==> src/rtl/spi_target.sv <==
// rtl/spi_target.sv - SPI mode-0 target with memory-mapped status/data word
module spi_target #(
  parameter int SYNC_STAGES = 2
) (
  input  logic        clk,
  input  logic        reset,
  input  logic        load,
  input  logic [15:0] in,
  input  logic        clear,
  output logic [15:0] out,
  input  logic        SCK,
  input  logic        CSX,
  input  logic        SDI,
  output logic        SDO,
  output logic        SDO_OE
);

  typedef enum logic {IDLE, ACTIVE} state_t;

  state_t state, state_next;

  logic [SYNC_STAGES-1:0] sck_sync, csx_sync, sdi_sync;
  logic [SYNC_STAGES-1:0] sync_valid;
  logic                   sck_s, csx_s, sdi_s;

  logic       sck_d, csx_d, armed;
  logic       sck_rise_p, sck_fall_p, csx_fall_p, csx_rise_p, sdi_p;

  logic [2:0] bit_cnt;
  logic [7:0] shift;
  logic       rx_bit;
  logic       sdo_q;
  logic [7:0] tx_hold;
  logic       tx_pending;
  logic [7:0] rx_byte;
  logic       no_data;
  logic       overrun;

  logic       frame_start;
  logic       frame_abort;
  logic       byte_done;
  logic [7:0] reload_value;
  logic       unused_in_hi;

  assign unused_in_hi = ^in[15:8];

  assign sck_s = sck_sync[SYNC_STAGES-1];
  assign csx_s = csx_sync[SYNC_STAGES-1];
  assign sdi_s = sdi_sync[SYNC_STAGES-1];

  // Pin synchronizers; sync_valid marks when the chain holds real pin samples
  always_ff @(posedge clk or posedge reset) begin
    if (reset) begin
      sck_sync   <= '0;
      csx_sync   <= '1;
      sdi_sync   <= '0;
      sync_valid <= '0;
    end else begin
      sck_sync   <= {sck_sync[SYNC_STAGES-2:0], SCK};
      csx_sync   <= {csx_sync[SYNC_STAGES-2:0], CSX};
      sdi_sync   <= {sdi_sync[SYNC_STAGES-2:0], SDI};
      sync_valid <= {sync_valid[SYNC_STAGES-2:0], 1'b1};
    end
  end

  // Registered edge pulses; a frame may only start after CSX was seen high post-reset
  always_ff @(posedge clk or posedge reset) begin
    if (reset) begin
      sck_d      <= 1'b0;
      csx_d      <= 1'b1;
      armed      <= 1'b0;
      sck_rise_p <= 1'b0;
      sck_fall_p <= 1'b0;
      csx_fall_p <= 1'b0;
      csx_rise_p <= 1'b0;
      sdi_p      <= 1'b0;
    end else begin
      sck_d      <= sck_s;
      csx_d      <= csx_s;
      armed      <= armed | (sync_valid[SYNC_STAGES-1] & csx_s);
      sck_rise_p <= sck_s & ~sck_d;
      sck_fall_p <= ~sck_s & sck_d;
      csx_fall_p <= armed & csx_d & ~csx_s;
      csx_rise_p <= csx_s & ~csx_d;
      sdi_p      <= sdi_s;
    end
  end

  // State register
  always_ff @(posedge clk or posedge reset) begin
    if (reset) begin
      state <= IDLE;
    end else begin
      state <= state_next;
    end
  end

  // Next state and pad outputs; SDO idles high whenever the pad is not driven
  always_comb begin
    state_next = state;
    SDO_OE     = 1'b0;
    SDO        = 1'b1;
    case (state)
      IDLE: begin
        if (csx_fall_p) begin
          state_next = ACTIVE;
        end
      end
      ACTIVE: begin
        SDO_OE = 1'b1;
        SDO    = sdo_q;
        if (csx_rise_p) begin
          state_next = IDLE;
        end
      end
      default: state_next = IDLE;
    endcase
  end

  assign frame_start  = (state == IDLE) && csx_fall_p;
  assign frame_abort  = (state == ACTIVE) && csx_rise_p;
  assign byte_done    = (state == ACTIVE) && !csx_rise_p && sck_rise_p && (bit_cnt == 3'd7);
  assign reload_value = tx_pending ? tx_hold : 8'hFF;

  // TX holding register; a load in the same cycle as a consumption stays pending
  always_ff @(posedge clk or posedge reset) begin
    if (reset) begin
      tx_hold    <= 8'h00;
      tx_pending <= 1'b0;
    end else begin
      if (load) begin
        tx_hold    <= in[7:0];
        tx_pending <= 1'b1;
      end else if (frame_start || byte_done) begin
        tx_pending <= 1'b0;
      end
    end
  end

  // Shift register and bit counter: sample SDI on rise, shift it in and advance SDO on fall
  always_ff @(posedge clk or posedge reset) begin
    if (reset) begin
      bit_cnt <= 3'd0;
      shift   <= 8'hFF;
      rx_bit  <= 1'b0;
      sdo_q   <= 1'b1;
    end else if (frame_start) begin
      bit_cnt <= 3'd0;
      shift   <= reload_value;
      sdo_q   <= reload_value[7];
    end else if (frame_abort) begin
      bit_cnt <= 3'd0;
    end else if (state == ACTIVE) begin
      if (sck_rise_p) begin
        bit_cnt <= bit_cnt + 3'd1;
        rx_bit  <= sdi_p;
        if (bit_cnt == 3'd7) begin
          shift <= reload_value;
        end
      end else if (sck_fall_p) begin
        if (bit_cnt != 3'd0) begin
          shift <= {shift[6:0], rx_bit};
          sdo_q <= shift[6];
        end else begin
          sdo_q <= shift[7];
        end
      end
    end
  end

  // RX byte and status flags; byte completion takes priority over clear
  always_ff @(posedge clk or posedge reset) begin
    if (reset) begin
      rx_byte <= 8'h00;
      no_data <= 1'b1;
      overrun <= 1'b0;
    end else if (byte_done) begin
      rx_byte <= {shift[6:0], sdi_p};
      no_data <= 1'b0;
      overrun <= clear ? 1'b0 : (overrun | ~no_data);
    end else if (clear) begin
      no_data <= 1'b1;
      overrun <= 1'b0;
    end
  end

  assign out = {no_data, overrun, tx_pending, 5'b00000, rx_byte};

endmodule
==> config.mk <==
export PLATFORM = sky130hd
export DESIGN_NAME = spi_target
export DESIGN_NICKNAME = d
export VERILOG_FILES = /design/src/rtl/spi_target.sv
export SDC_FILE = /design/constraint.sdc
export NUM_CORES = 1
export LEC_CHECK = 0
export ABC_AREA = 1
export BUFFER_PORTS_ARGS = -buffer_cell sky130_fd_sc_hd__buf_4
export CORE_UTILIZATION = 51
export CTS_BUF_LIST = sky130_fd_sc_hd__clkbuf_8
export DETAILED_ROUTE_END_ITERATION = 12
export GPL_TIMING_DRIVEN = 0
export MAX_ROUTING_LAYER = met4
export PLACE_DENSITY_LB_ADDON = 0.3
export SLEW_MARGIN = 30
export SYNTH_ARGS = -nofsm -noshare
export SYNTH_HDL_FRONTEND = slang
export SYNTH_SLANG_ARGS = --single-unit
==> constraint.sdc <==
create_clock -name clk -period 1.5 [get_ports clk]
set_clock_uncertainty 0.15 [all_clocks]
set_input_delay 0.15 -clock clk [delete_from_list [all_inputs] [get_ports clk]]
set_output_delay 0.15 -clock clk [all_outputs]
set_load 0.01 [all_outputs]
# After elaboration in Yosys (flattened, before gate mapping)
# Index checks and enable logic that the tools add are counted.
totals:
  ff_bits: 49
  output_inout_bits: 18
op_classes:
  add_sub_neg: 1
  n_eq_ne: 4
  mux: 30
  bitwise_logic: 16
  n_reduce_logical: 20
ops:
  columns: ["op", "n"]
  rows:
  - ["2-to-1 mux 8 bit", 8]
  - ["2-to-1 mux 1 bit", 17]
  - ["nonzero test 3 bit", 5]
  - ["2-to-1 mux 3 bit", 4]
  - ["NOT 1 bit", 8]
  - ["AND reduction 4 bit", 2]
  - ["nonzero test 2 bit", 4]
  - ["AND 1 bit", 6]
  - ["logical AND 1 bit", 5]
  - ["AND reduction 5 bit", 1]
  - ["adder 3 x 1 -> 3 bit, second input constant", 1]
  - ["equality test 3 bit, second input constant", 1]
  - ["!= test 3 x 1 -> 1 bit, second input constant", 1]
  - ["!= test 2 x 1 -> 1 bit, second input constant", 1]
  - ["!= test 2 bit, second input constant", 1]
  - ["bitwise OR 1 bit", 2]
  - ["case mux 1 bit (2 select lines)", 1]
  - ["AND reduction 2 bit", 1]
  - ["logical NOT 1 bit", 1]
  - ["logical OR 1 bit", 1]

# Logic depth before layout (Yosys ltp)
# Gate-level depths: netlist (run 1).
depth:
  ltp_word: 7
  depth_mapped: 9

# Least setup slack after synthesis (run 1)
# OpenSTA, ideal clock, no wires.
synth_timing:
  kind: "reg-to-reg"
  start: "register bit_cnt[0]"
  end: "register shift[7]"
  arrival_time_ns: 1.391
  required_time_ns: 1.290
  slack_ns: -0.102
  stages_incl_launch_ff: 9
  synth_period_minus_slack_ns: 1.602
  cell_sequence: "dfrtp_1 -> ha_1 -> ha_1 -> buf_2 -> nor2_1 -> o21ai_4 -> nand2_4 -> nand2_1 -> nand2_1"
synth_via:
  elab_chain_cells: 3
  elab_cells_between_ends: 5
  classes_between: "2 x eq/ne; 3 x reduce/logical"
synth_rtl:
  columns: ["element", "line", "text"]
  rows:
  - ["start, declared", "29", "logic [2:0] bit_cnt;"]
  - ["start signal, assigned", "155", "bit_cnt <= bit_cnt + 3'd1;"]
  - ["equality test 3 bit / nonzero test 3 bit (equally long branches)", "157, 161", null]
  - ["!= test 3 x 1 -> 1 bit (no line) / nonzero test 3 bit (equally long branches)", null, null]
  - ["AND reduction 5 bit (no line) (*)", null, null]
  - ["end signal, assigned", "149", "shift <= reload_value;"]
  - ["end signal, assigned", "158", "shift <= reload_value;"]
  - ["end signal, assigned", "162", "shift <= {shift[6:0], rx_bit};"]
  - ["end, declared", "30", "logic [7:0] shift;"]
# Mark *: on every way between the ends. The rest lies on a longest branch, timed or not.
# A chain may end at the register's enable or synchronous reset.

# Worst setup path after layout (run 1)
layout_timing:
  start: "register bit_cnt[1]"
  end: "register shift[7]"
# The elaborated chain is that of the path after synthesis.

==> results.sh, run 1 <==
export IMPL_dp_hpwl_um=2610
export IMPL_grt_overflow=0
export IMPL_violations="hold timing, setup timing"
export IMPL_tritoncts="yes"
export IMPL_worst_path_buffer_plus_inverter_count=1
export IMPL_total_power_mw=3.37
export IMPL_vdd_ir_drop_worst_mv=0.788
export IMPL_detail_route_antenna_nets=0
export IMPL_worstMarginPinSlew_ns=0.582
export IMPL_crit_fanout=8
export IMPL_drv_slew=0
export IMPL_cp_end_kind="register"
export IMPL_finalWeightedCongestion=0.854
export IMPL_crit_family="flip-flops"
export IMPL_power_internal_mw=2.42
export IMPL_slew_headroom_pct=61.2
export IMPL_synthTopCellsByArea="dfrtp_1, dfstp_2, nand2_1"
export IMPL_cp_slowest_stage_delay_ns=0.40
export IMPL_seq_area_frac_synth_pct=56.8
export IMPL_grt_pass1_wl_um=6800
export IMPL_final_setup_viol_count=8
export IMPL_dr_pass1_iters=4
export IMPL_post_layout_nonfiller_instances=355
export IMPL_antenna_found_initial=0
export IMPL_dp_cells=325
export IMPL_synth_avg_cell_area_um2=8.96
export IMPL_criticalPathCategory="reg -> reg"
export IMPL_synth_mux_area_share_pct=0
export IMPL_cell_type_with_the_largest_total_area_after_synthesis="dfrtp_1"
export IMPL_boundaryPins=41
export IMPL_power_density_normalized_to_cell_area_nw_per_um2=1170
export IMPL_synth_lib_cells_used_distinct=25
export IMPL_netlist_instances=244
export IMPL_maximum_capacitance_violations=0
export IMPL_ys_ff_latch=49
export IMPL_core_rowCount=23
export IMPL_synthesis_area_um2=2190
export IMPL_share_comb_of_total_power_pct=22.2
export IMPL_hold_viol=3
export IMPL_area_delta_synth_final_pct=31.5
export IMPL_timing_critical_path_from_type="register"
export IMPL_antenna_diode_count=0
export IMPL_cp_cell_sequence="ha_2, ha_4, nor2_4, o21ai_4, buf_12, nand2_8, nand2_1, nand2_1"
export IMPL_rsz0062_at_grt="true"
export IMPL_drcViolationCount=0
export IMPL_drive_gt1_share_pct=31.8
export IMPL_power_share_clock_pct=27.1
export IMPL_outcome="complete, but fails checks"
export IMPL_cts_max_path_buffers=2
export IMPL_critPathMostFrequentCell="nand2_1"
export IMPL_avgRoutedWirePerCell_um=11.6
export IMPL_floorplan_initialDensity_pct=53.9
export IMPL_synth_top_family_by_area="simple AND/OR/NAND/NOR gates"
export IMPL_design_final_nets=330
export IMPL_clock_latency_ns=0.30
export IMPL_maxClockFrequency_ghz=0.652
export IMPL_worst_ep_arrival_time_ns=1.63
export IMPL_root_buf_cell="clkbuf_8"
export IMPL_synth_xor_area_share_pct=0
export IMPL_routed_wirelength_um=4130
export IMPL_drt_iter0_drc=73
export IMPL_clock_sinks=49
export IMPL_number_of_global_route_vias_before_repair=1581
export IMPL_hold_class="in -> reg"
export IMPL_final_min_clock_period_ns=1.53
export IMPL_chipHeight_um=67.5
export IMPL_share_seq_of_total_power_pct=50.7
export IMPL_core_um2=4060
export IMPL_synth_simple_gate_area_share_pct=27.1
export IMPL_netSwitchingPower_mw=0.951
export IMPL_number_of_buffers_inserted_during_clock_tree_synthesis=5
export IMPL_synth_adder_area_share_pct=1.72
export IMPL_port_buffers=27
export IMPL_crit_slowest_cell="dfrtp_1"
export IMPL_maximum_number_of_pins_on_one_net_before_global_route_repair=50
export IMPL_grt_use_total_pct=21.3
export IMPL_final_period_utilization_pct=102
export IMPL_avgViaCountPerCell=4.85
export IMPL_die_area_um2=4550
export IMPL_yosys_warnings=0
export IMPL_postLayoutSetupSlackWorst_ns=-0.0331
export IMPL_synth_compound_gate_area_share_pct=4.35
export IMPL_swShare_pct=28.2
export IMPL_endpoint_required_time_on_the_critical_path_ns=1.60
export IMPL_fraction_of_synthesized_cell_area_taken_by_the_top_area_cell_type_pct=41.2
export IMPL_leakagePower_nw=1.53
export IMPL_vias=1721
export IMPL_floorplan_die_width_um=67.5
export IMPL_h_tree_depth=2
export IMPL_path_clk_slew_ns=0.08
export IMPL_final_fill_count=297
export IMPL_hold_ws_ns=-0.0571
## logic make-up (layout without fill, tap and decap cells)
family / Yosys count / count (layout)
adders and majority gates: 3 / 3
buffers and inverters: 42 / 99
other: 2 / 6
AOI/OAI and AO/OA: 14 / 14
DFF: 49 / 49
and+or+nand+nor: 134 / 134
## worst paths after layout
check / start / end / slack (ns) / cells past startpoint
max in group asynchronous: reset / rx_byte[0]$_DFFE_PP0P_ / 0.48 / 3
max reg2reg: bit_cnt[1]$_DFFE_PP0P_ / shift[7]$_DFFE_PP1P_ / -0.03 / 8
min in group asynchronous: reset / tx_hold[6]$_DFFE_PP0P_ / 0.33 / 3
min reg2reg: sdi_sync[0]$_DFF_PP0_ / sdi_sync[1]$_DFF_PP0_ / 0.20 / 0
max: bit_cnt[1]$_DFFE_PP0P_ / shift[7]$_DFFE_PP1P_ / -0.03 / 8
min: load / tx_hold[3]$_DFFE_PP0P_ / -0.06 / 2
## cells in the mapped netlist
master	n
a21oi_1	1
nand2_4	2
dfrtp_1	36
o21ai_4	1
buf_4	10
o21ai_0	9
nand3_1	26
o21ai_2	1
inv_1	25
or2_2	4
buf_6	2
nor2_1	8
inv_2	2
nand4_1	1
nor2_4	1
o22ai_2	1
ha_1	3
conb_1	2
nand3_4	1
clkbuf_1	1
dfstp_2	13
o21a_1	1
nand2_2	3
buf_2	2
nand2_1	88
## power by group through the flow
stage / logic [mW] / clock network (mW) / registers [mW]
2_1_floorplan: 0.458 / 0 / 1.69
3_3_place_gp: 0.585 / 0 / 1.72
3_5_place_dp: 0.604 / 0 / 1.73
4_1_cts: 0.682 / 0.939 / 1.70
5_1_grt: 0.842 / 1.01 / 1.73
6_report: 0.748 / 0.911 / 1.71
## sequential cells by signal, summed over array words and instances (netlist names), 2 cells and up
signal,flops
shift,8
sck_sync,2
bit_cnt,3
csx_sync,2
sync_valid,2
rx_byte,8
sdi_sync,2
tx_hold,8
## final cells by class
| class | instances | area (µm²) | share of cell area [%] |
|---|---|---|---|
| flip-flops and latches | 49 | 1240 | 43.2 |
| clock buffers | 5 | 68.8 | 2.39 |
| inverters | 27 | 106 | 3.70 |
| plain buffers | 14 | 106 | 3.70 |
| well taps | 50 | 62.6 | 2.18 |
| multi-input cells | 157 | 817 | 28.4 |
| clock inverters | 3 | 38.8 | 1.35 |
| repair buffers | 50 | 433 | 15.1 |
## placed cells by master, fill, tap and decap left out, types with 4 or more instances in the layout
cell type      Yosys  final
o21ai_0            9      8
nand3_1           26     26
or2_2              4      4
nor2_1             8      7
nand2_1           88     81
dfstp_2           13     13
conb_1             2      6
dfrtp_1           36     36
nand2_2            3      9
dlygate4sd3_1      0     16
clkbuf_8           0      5
inv_1             25     23
buf_4             10     42
## what timing repair did
item | in CTS | in global routing
resized for setup | 2 | 19
endpoints found under the hold margin | 49 | 0
hold buffers | 20 | 0
setup endpoints to repair | 19 | 16
pin swaps | 2 | 8
buffers inserted | 4 | 2
## per-stage QoR
step | TNS (ns) | utilization [%] | worst slack [ns] | instance area (µm²) | hold slack [ns]
final | -0.184 | 70.9 | -0.0331 | 2880 | -0.0571
after global placement | -23.85 | 61.1 | -0.583 | 2480 | 0.109
after CTS | -0.410 | 69.6 | -0.0553 | 2820 | 0.206
after global routing | -0.512 | 70.9 | -0.0711 | 2880 | 0.0118
after detailed placement | -0.829 | 61.1 | -0.0960 | 2480 | 0.111
after floorplan | 0 | - | 0.00604 | 2210 | 0.00448
## per-layer routing
layer	wire length (µm)	global-route usage, %	vias up
li1	-	-	855
met1	1780	22.9	815
met2	2060	35.4	39
met3	193	5.57	12
met4	91	11.4	0
met5	0	-	-
No activity file was read; power rests on OpenSTA's default activity.
==> run 2: changes to the inputs <==
CORE_ASPECT_RATIO = 1.4   (was not set)
==> run 2 against run 1 <==
First-iteration DRC count grew 5.5%; clock power shrank 17%; sequential power about the same; die area about the same; register-to-register slack hardly changed; critical path depth fell by 1; power fell by 4.2%; worst hold slack improved by 0.26 ns; the flow finishes with violations (DRC, setup timing); largest cell class unchanged; maximum frequency shrank 0.47%; combinational power up 2%; largest power group unchanged; final cell count decreased by 0.56%; setup slack worse by 0.0072 ns.
==> results.sh, run 2 (same netlist as run 1, synthesis figures left out) <==
export IMPL_crit_slowest_cell="dfrtp_1"
export IMPL_boundaryPins=41
export IMPL_design_final_nets=335
export IMPL_antenna_found_initial=0
export IMPL_violations="DRC, setup timing"
export IMPL_root_buf_cell="clkbuf_8"
export IMPL_cp_end_kind="register"
export IMPL_regToRegSetupSlack_ns=-0.04
export IMPL_avgViaCountPerCell=4.86
export IMPL_reg_top3="rx_byte (8), shift (8), tx_hold (8)"
export IMPL_port_buffers=27
export IMPL_final_period_utilization_pct=103
export IMPL_multi_input_area_um2=815
export IMPL_criticalPathCategory="reg -> reg"
export IMPL_floorplan_die_width_um=57.3
export IMPL_worst_path_buffer_plus_inverter_count=1
export IMPL_r2r_end="shift[3]$_DFFE_PP1P_"
export IMPL_timing_critical_path_from_type="register"
export IMPL_critPathCapture="shift[3]$_DFFE_PP1P_"
export IMPL_clock_latency_ns=0.30
export IMPL_dr_pass1_iters=8
export IMPL_hold_viol=0
export IMPL_grt_overflow=0
export IMPL_hold_start="sdi_sync[0]$_DFF_PP0_"
export IMPL_tritoncts="yes"
export IMPL_hold_class="reg -> reg"
export IMPL_h_tree_depth=2
export IMPL_cp_cell_sequence="ha_2, ha_4, nor2_4, o21ai_4, buf_6, nand3_1, nand2_1"
export IMPL_detailedPlace_worstSlack_ns=-0.126
export IMPL_total_power_mw=3.23
export IMPL_grt_pass1_wl_um=7010
export IMPL_slew_headroom_pct=62.2
export IMPL_drv_slew=0
export IMPL_crit_fanout=4
export IMPL_crit_reg2reg_launch="bit_cnt[0]$_DFFE_PP0P_"
export IMPL_vias=1716
export IMPL_maximum_capacitance_violations=0
export IMPL_number_of_global_route_vias_before_repair=1708
export IMPL_final_min_clock_period_ns=1.54
export IMPL_leakagePower_nw=1.55
export IMPL_postLayoutSetupSlackWorst_ns=-0.0403
export IMPL_most_used_cells_in_the_layout_excluding_fill_and_tap_cells="nand2_1, buf_4, dfrtp_1"
export IMPL_number_of_buffers_inserted_during_clock_tree_synthesis=5
export IMPL_power_density_normalized_to_cell_area_nw_per_um2=1120
export IMPL_endpoint_required_time_on_the_critical_path_ns=1.61
export IMPL_drcViolationCount=1
export IMPL_rsz0062_at_grt="true"
export IMPL_avgRoutedWirePerCell_um=11.8
export IMPL_vdd_ir_drop_worst_mv=0.876
export IMPL_maximum_number_of_pins_on_one_net_before_global_route_repair=50
export IMPL_dp_hpwl_um=2550
export IMPL_path_clk_slew_ns=0.09
export IMPL_detail_route_antenna_nets=0
export IMPL_worst_ep_arrival_time_ns=1.65
export IMPL_maxClockFrequency_ghz=0.649
export IMPL_most_frequent_standard_cell_in_the_layout_excluding_fill_and_tap_cells="nand2_1"
export IMPL_cp_slowest_stage_delay_ns=0.39
export IMPL_outcome="complete, but fails checks"
export IMPL_area_delta_synth_final_pct=31.8
export IMPL_die_area_um2=4560
export IMPL_core_rowCount=27
export IMPL_area_sequential_um2=1240
export IMPL_drt_iter0_drc=77
export IMPL_crit_family="flip-flops"
export IMPL_finalWeightedCongestion=0.892
export IMPL_drive_gt1_share_pct=31.3
export IMPL_clock_sinks=49
export IMPL_ff2ff_path_depth=7
export IMPL_antenna_diode_count=0
export IMPL_worst_path_stages=7
export IMPL_core_um2=4020
export IMPL_final_fill_count=295
export IMPL_timing_setup_tns_ns=-0.254
export IMPL_critPathLaunch="bit_cnt[0]$_DFFE_PP0P_"
export IMPL_chipHeight_um=79.5
export IMPL_hold_ws_ns=0.203
export IMPL_grt_use_total_pct=20.8
export IMPL_worstMarginPinSlew_ns=0.567
export IMPL_floorplan_initialDensity_pct=54.4
export IMPL_final_setup_viol_count=8
export IMPL_cts_max_path_buffers=2
export IMPL_routed_wirelength_um=4160
-- run 2: per-stage QoR --
step	utilization (%)	cells	instance area, µm²
floorplan	-	248	2210
global placement	61.4	318	2470
global route	71.7	353	2880
detailed placement	61.5	318	2470
finish	71.7	353	2880
CTS	70.5	352	2830
-- run 2: how the worst min path moves through the flow --
stage	cells past startpoint	endpoint	slack, ns
floorplan	0	csx_sync[0]$_DFF_PP1_	0.004
global placement	1	csx_sync[0]$_DFF_PP1_	0.11
detailed placement	2	sdi_sync[0]$_DFF_PP0_	0.11
CTS	0	sdi_p$_DFF_PP0_	0.21
global route	0	sdi_sync[1]$_DFF_PP0_	0.21
finish	0	sdi_sync[1]$_DFF_PP0_	0.20
-- run 2: what timing repair did --
action	CTS	global route
hold endpoints to repair	49	1
pin swaps	6	14
endpoints found under the setup margin	19	10
hold buffers	20	1
gates cloned	0	1
buffers inserted	6	1
gates resized for setup	7	12
-- run 2: final cells by class --
cell class / count / share of cell area (%)
multi-input combinational: 157 / 28.3
buffer: 14 / 3.69
tap: 43 / 1.87
clock inverter: 3 / 0.651
sequential: 49 / 43.1
timing repair buffer: 55 / 16.4
clock buffer: 5 / 2.39
inverter: 27 / 3.60
-- run 2: routing by layer --
metal	up-vias	track usage [%]	part of all wire [%]
met5	-	-	0
met4	0	11.5	1.9
met2	53	35.6	53
met3	6	4.05	4.8
li1	862	-	-
met1	795	22.3	41
-- run 2: where the power goes --
group          leakage, nW  total, mW  switching (mW)  internal, mW
clock network       0.0416      0.760           0.438         0.322
registers            0.587       1.71           0.123          1.58
logic                0.921      0.760           0.415         0.346
total                 1.55       3.23           0.976          2.25
